**src/rtl/div_host_port.sv**
```systemverilog
// Host side of the divider's byte-serial link: shifts a dividend/divisor pair
// out as 8 push-strobed bytes, then gathers the 8 returned result bytes.
module div_host_port #(
  parameter int SETUP_CYC = 1,
  parameter int GAP_CYC   = 1,
  parameter int TIMEOUT   = 4096,
  parameter int TO_W      = 13
) (
  input  logic        clk,
  input  logic        rst,
  input  logic        req_valid,
  output logic        req_ready,
  input  logic        req_sign,
  input  logic [31:0] req_dividend,
  input  logic [31:0] req_divisor,
  output logic [7:0]  div_data_out,
  output logic        div_push,
  output logic        div_sign,
  input  logic [7:0]  div_data_in,
  input  logic        div_pull,
  output logic        res_valid,
  input  logic        res_ready,
  output logic [31:0] res_quot,
  output logic [31:0] res_rem,
  output logic        res_timeout,
  output logic        busy
);

  typedef enum logic [2:0] {
    S_IDLE, S_SETUP, S_PUSH, S_GAP, S_WAIT, S_COLLECT, S_DONE
  } state_t;

  state_t           r_state, w_next;
  logic [15:0]      r_cyc;
  logic [2:0]       r_idx, r_cnt;
  logic [TO_W-1:0]  r_to;
  logic [63:0]      r_sh, r_res;
  logic             r_sign, r_to_flag;
  logic             w_setup_end, w_gap_end, w_to_hit, w_accept, w_drive;

  assign w_setup_end = (r_cyc == 16'(SETUP_CYC - 1));
  assign w_gap_end   = (r_cyc == 16'(GAP_CYC - 1));
  assign w_to_hit    = (r_to == TO_W'(TIMEOUT - 1));
  assign w_accept    = req_valid && (r_state == S_IDLE);
  assign w_drive     = (r_state == S_SETUP) || (r_state == S_PUSH) || (r_state == S_GAP);

  always_ff @(posedge clk) begin
    if (rst) r_state <= S_IDLE;
    else     r_state <= w_next;
  end

  always_comb begin
    w_next = r_state;
    case (r_state)
      S_IDLE:    if (w_accept) w_next = S_SETUP;
      S_SETUP:   if (w_setup_end) w_next = S_PUSH;
      S_PUSH:    w_next = S_GAP;
      S_GAP:     if (w_gap_end) w_next = (r_idx == 3'd7) ? S_WAIT : S_SETUP;
      S_WAIT:    if (div_pull) w_next = S_COLLECT;
                 else if (w_to_hit) w_next = S_DONE;
      // a fresh pull restarts collection, so it outranks the final byte
      S_COLLECT: if (!div_pull && r_cnt == 3'd7) w_next = S_DONE;
      S_DONE:    if (res_ready) w_next = S_IDLE;
      default:   w_next = S_IDLE;
    endcase
  end

  always_ff @(posedge clk) begin
    if (rst) begin
      r_cyc     <= '0;
      r_idx     <= '0;
      r_cnt     <= '0;
      r_to      <= '0;
      r_sh      <= '0;
      r_res     <= '0;
      r_sign    <= 1'b0;
      r_to_flag <= 1'b0;
    end else begin
      r_to  <= '0;
      r_cyc <= '0;
      case (r_state)
        S_IDLE: if (w_accept) begin
          r_sh      <= {req_dividend, req_divisor};
          r_sign    <= req_sign;
          r_idx     <= '0;
          r_res     <= '0;
          r_to_flag <= 1'b0;
        end
        S_SETUP: r_cyc <= w_setup_end ? 16'd0 : r_cyc + 16'd1;
        S_GAP: begin
          r_cyc <= w_gap_end ? 16'd0 : r_cyc + 16'd1;
          if (w_gap_end && r_idx != 3'd7) begin
            r_idx <= r_idx + 3'd1;
            r_sh  <= {r_sh[55:0], 8'h00};
          end
        end
        S_WAIT: begin
          r_to <= r_to + TO_W'(1);
          if (div_pull) begin
            r_res <= {56'h0, div_data_in};
            r_cnt <= 3'd1;
          end else if (w_to_hit) begin
            r_res     <= '0;
            r_to_flag <= 1'b1;
          end
        end
        S_COLLECT: begin
          if (div_pull) begin
            r_res <= {56'h0, div_data_in};
            r_cnt <= 3'd1;
          end else begin
            r_res[{r_cnt, 3'b000} +: 8] <= div_data_in;
            r_cnt <= r_cnt + 3'd1;
          end
        end
        S_DONE: if (res_ready) begin
          r_sign    <= 1'b0;
          r_to_flag <= 1'b0;
        end
        default: ;
      endcase
    end
  end

  assign req_ready    = (r_state == S_IDLE);
  assign busy         = (r_state != S_IDLE);
  assign div_push     = (r_state == S_PUSH);
  assign div_data_out = w_drive ? r_sh[63:56] : 8'h00;
  assign div_sign     = r_sign;
  assign res_valid    = (r_state == S_DONE);
  assign res_quot     = res_valid ? r_res[63:32] : 32'h0;
  assign res_rem      = res_valid ? r_res[31:0]  : 32'h0;
  assign res_timeout  = res_valid && r_to_flag;

endmodule
```
**config.mk**
```make
export PLATFORM = sky130hd
export DESIGN_NAME = div_host_port
export DESIGN_NICKNAME = d
export VERILOG_FILES = /design/src/rtl/div_host_port.sv
export SDC_FILE = /design/constraint.sdc
export NUM_CORES = 1
export LEC_CHECK = 0
export ABC_AREA = 1
export BUFFER_PORTS_ARGS = -buffer_cell sky130_fd_sc_hd__buf_2
export CAP_MARGIN = 20
export CORE_MARGIN = 5
export CORE_UTILIZATION = 25
export CTS_CLUSTER_DIAMETER = 200
export DETAILED_ROUTE_END_ITERATION = 8
export HOLD_SLACK_MARGIN = 0.15
export SLEW_MARGIN = 30
export SYNTH_ARGS = -nofsm -noshare
export SYNTH_HDL_FRONTEND = slang
export SYNTH_SLANG_ARGS = --single-unit
```
**constraint.sdc**
```tcl
create_clock -name clk -period 4.4 [get_ports clk]
set_input_delay 0.88 -clock clk [delete_from_list [all_inputs] [get_ports clk]]
set_output_delay 0.88 -clock clk [all_outputs]
set_load 0.03 [all_outputs]
```
==> results by group <==
Critical path
  • Crit Path Class: flop to flop
  • Crit. Startpoint: r_cnt[0]$_SDFFE_PP0P_
  • Buffer and inverter count on the worst path: 2
  • Cell at the slowest stage of the critical path: inv_1
  • Top fanout value on the critical path: 29
  • Instance count on the critical path: 8
  • Required time worst endpoint: 4.75 ns
  • Capturing instance or port of the critical path: r_res[43]$_SDFFE_PP0P_
  • Sequence of cells on the critical path: inv_2 > ha_1 > ha_1 > inv_1 > nand3_1 > o21ai_0 > nand3_1 > a21oi_1
  • R2R depth: 8
  • Setup slack, reg-to-reg: ~0.85 ns
  • Category of the worst setup path capture point: flop
  • CP top delay family: buffers and inverters
  • CP peak stage delay: 0.73 ns
  • Launching point of the worst reg2reg path: r_cnt[0]$_SDFFE_PP0P_
  • Startpoint class of the critical path: flop
  • Capture point of the worst reg-to-reg path: r_res[43]$_SDFFE_PP0P_
  • Critical Path AT: 3.90 ns

Global routing
  • First-pass GRT wire length: around 44000 um
  • Pin count of the biggest net entering global routing: 114
  • Aggregate global routing overflow: 0
  • Number of antenna violations at the first check in global routing: 0
  • Via count of the first global-routing pass: 8774
  • Global-route usage over all layers: about an eighth

Synth
  • EDFF count, synth: 0
  • Leading post-synthesis cells by cell area: dfxtp_1, nand2_1, nor2_1, inv_1, o21ai_0
  • Post-synth top area cell: dfxtp_1
  • Cell count after synthesis: 1528
  • Async set-or-reset flop fraction in the synthesized netlist: 0%
  • Top flip-flop cell by instance count after synthesis: dfxtp_1
  • Synthesized area: 9250 um2
  • Warnings, synthesis: 0
  • Share of the synthesized area in the top cell type: 36.3%
  • Count of cell types in the netlist: 31
  • Most frequent cells after synthesis: nand2_1, nor2_1, inv_1
  • Number of nets in the synthesized netlist: 1619
  • Most common cell in the synthesized netlist: nand2_1
  • Sequential area share after synthesis: between 30% and 40%
  • Post-synthesis area per instance: a little over 6 um2
  • Number of flip-flops and latches in the synthesized netlist: 168

Power and ir drop
  • Pwr Total: approximately 0.0058 W
  • Standby leakage power: around 4.8 nW
  • Pwr/cell area: 533 nW/um2
  • Maximum vdd ir drop: ~0.38 mV

Layout
  • Share of final-layout standard cells stronger than drive strength 1: 13.1%
  • Filler-free cell count of the finished design: about 2100
  • Area growth from synthesis to final layout: 18.0%
  • Final standard cell utilization of the core: 29.8%
  • Number of antenna repair diodes: 0
  • Nets@finish: 1714

Placement
  • Post-Place Cells: approximately 2100
  • Pre-CTS WS: 0.952 ns
  • Number of port buffers: 155
  • Routability congestion estimate from global placement: around 0.9
  • Half-perimeter wire length after detailed placement: between 15000 and 20000 um

Route
  • Routed WL per cell: 13.1 um
  • Final ANT Viol Nets: 0
  • Iter 0 DRT Violations: approximately 680
  • Total DRC errors in the routed layout: 0
  • Detailed-route vias per instance: 4.49
  • Vias: 9455
  • Total wire length: about 28000 um
  • First-pass DRT Iterations: 5

STA
  • Final count of negative-setup-slack endpoints: 0
  • Unrepaired setup endpoints after global routing: false
  • Layout Skew: just under 0.01 ns
  • Tightest slew margin relative to the limit: 39.0%
  • Final slew viol count: 0
  • Smallest setup slack after layout: between 0.8 and 0.9 ns
  • Final sum of negative setup slack: 0 ns
  • Period Utilization, post-route: approximately four fifths
  • Maximum clock rate: 282 MHz
  • Final critical-path required period: approximately 3.5 ns
  • Hold Vio Cnt, Final: 0
  • Least-Margin Pin Slew: 0.912 ns

Floorplanning
  • Number of rows created at floorplan: 70
  • Area of the die: between 40000 and 50000 um2
  • Number of ports placed on the die boundary: 156
  • Die width: 202 um
  • Starting utilization of the core area: 25.3%
  • Vertical die dimension: roughly 200 um
  • Floorplan core area: 36600 um2

Worst hold path
  • Worst hold path type: flop to flop

Clock network
  • Post-CTS setup buffers: 0
  • Clock network latency to the later pin of the worst-skew pair: 0.43 ns
  • Cell at the root of the clock tree: clkbuf_16
  • Clock slew at reported path FFs: 0.06 ns
  • Maximum number of buffers from clock root to sink: 2
  • CTS tree: done
  • TritonCTS buffer count: 17
  • CTS hold repair buffers: 0
  • Post_cts resized: 0
  • H-tree levels: 4
  • Sinks on Clock Net: between 150 and 200

Job
  • Max-cap violations: 0

Outcome
  • Run status: complete, no violations
[area by class of cell]
cell class	count	area [um2]
flip-flops and latches	168	3360
multi-input cells	1076	4740
repair buffers	162	845
fillers	4070	25700
clock inverters	14	193
well taps	468	586
inverters	198	746
clock buffers	18	439
[logic make-up (layout without fill, tap and decap cells)]
| family | count (synthesis) | in the layout | synth area share (%) |
|---|---|---|---|
| flip-flops | 168 | 168 | 36.3 |
| buffers and inverters | 284 | 392 | 12.5 |
| adder cells (fa/ha/maj) | 13 | 13 | 1.76 |
| XOR/XNOR | 8 | 8 | 0.757 |
| AO/OA/AOI/OAI | 205 | 205 | 11.2 |
| AND/OR/NAND/NOR | 850 | 850 | 37.5 |
[registers in the layout (all words and copies together), names as in the netlist]
register   flops
r_cnt          3
r_to          13
r_cyc         16
r_idx          3
r_sh          64
r_to_flag      1
div_sign       1
r_state        3
r_res         64
[worst register-to-register path, stage by stage (launching register included)]
cell and delay (ns):
dfxtp_1 0.59, inv_2 0.13, ha_1 0.26, ha_1 0.54, inv_1 0.73, nand3_1 0.61
o21ai_0 0.36, nand3_1 0.10, a21oi_1 0.17
[worst min-delay path by stage]
| stage | startpoint | end | slack (ns) | cells after the start |
|---|---|---|---|---|
| CTS | r_to[0]$_SDFF_PP0_ | r_to[0]$_SDFF_PP0_ | 0.45 | 1 |
| finish | r_to[0]$_SDFF_PP0_ | r_to[0]$_SDFF_PP0_ | 0.45 | 1 |
| detailed placement | r_to[0]$_SDFF_PP0_ | r_to[0]$_SDFF_PP0_ | 0.44 | 1 |
| floorplan | r_to[0]$_SDFF_PP0_ | r_to[0]$_SDFF_PP0_ | 0.42 | 1 |
| global route | r_to[0]$_SDFF_PP0_ | r_to[0]$_SDFF_PP0_ | 0.47 | 1 |
| global placement | r_to[0]$_SDFF_PP0_ | r_to[0]$_SDFF_PP0_ | 0.43 | 1 |
[power breakdown]
part	total (W)	switching, W	internal, W	leakage, nW
clock	0.00164	0.000667	0.000971	0.304
combinational	0.00221	0.00159	0.000614	3.13
sequential	0.00197	0.000116	0.00186	1.37
[cell usage in the layout (no fill, tap or decap), types with 2 or more instances in the layout]
cell type / count
nor2_2: 3
buf_4: 5
clkinv_2: 3
nand3_1: 86
bufinv_16: 4
nand3_2: 3
inv_1: 187
inv_6: 4
clkinvlp_4: 3
nor3b_1: 4
ha_1: 13
nand4_1: 35
inv_2: 9
o21ai_1: 5
buf_2: 155
xor2_1: 5
a21oi_1: 95
nand2_1: 393
nor2_1: 308
xnor2_1: 3
nor4_1: 3
o21ai_0: 102
clkbuf_16: 17
or2_2: 2
nor3_1: 9
dfxtp_1: 168
[per-layer routing]
layer / track usage (%) / up-vias / routed length (um)
li1: - / 4920 / -
met1: 17.8 / 4236 / 13300
met2: 20.9 / 269 / 12300
met3: 2.68 / 30 / 1480
met4: 3.20 / 0 / 478
met5: 0 / - / 0
[per-stage QoR]
stage          instance area (um2)  hold WS, ns
2_1_floorplan                 9250        0.418
3_3_place_gp                 10300        0.428
3_5_place_dp                 10300        0.436
4_1_cts                      10900        0.450
5_1_grt                      10900        0.474
6_report                     10900        0.447
Power figures use the tool's default switching activity.
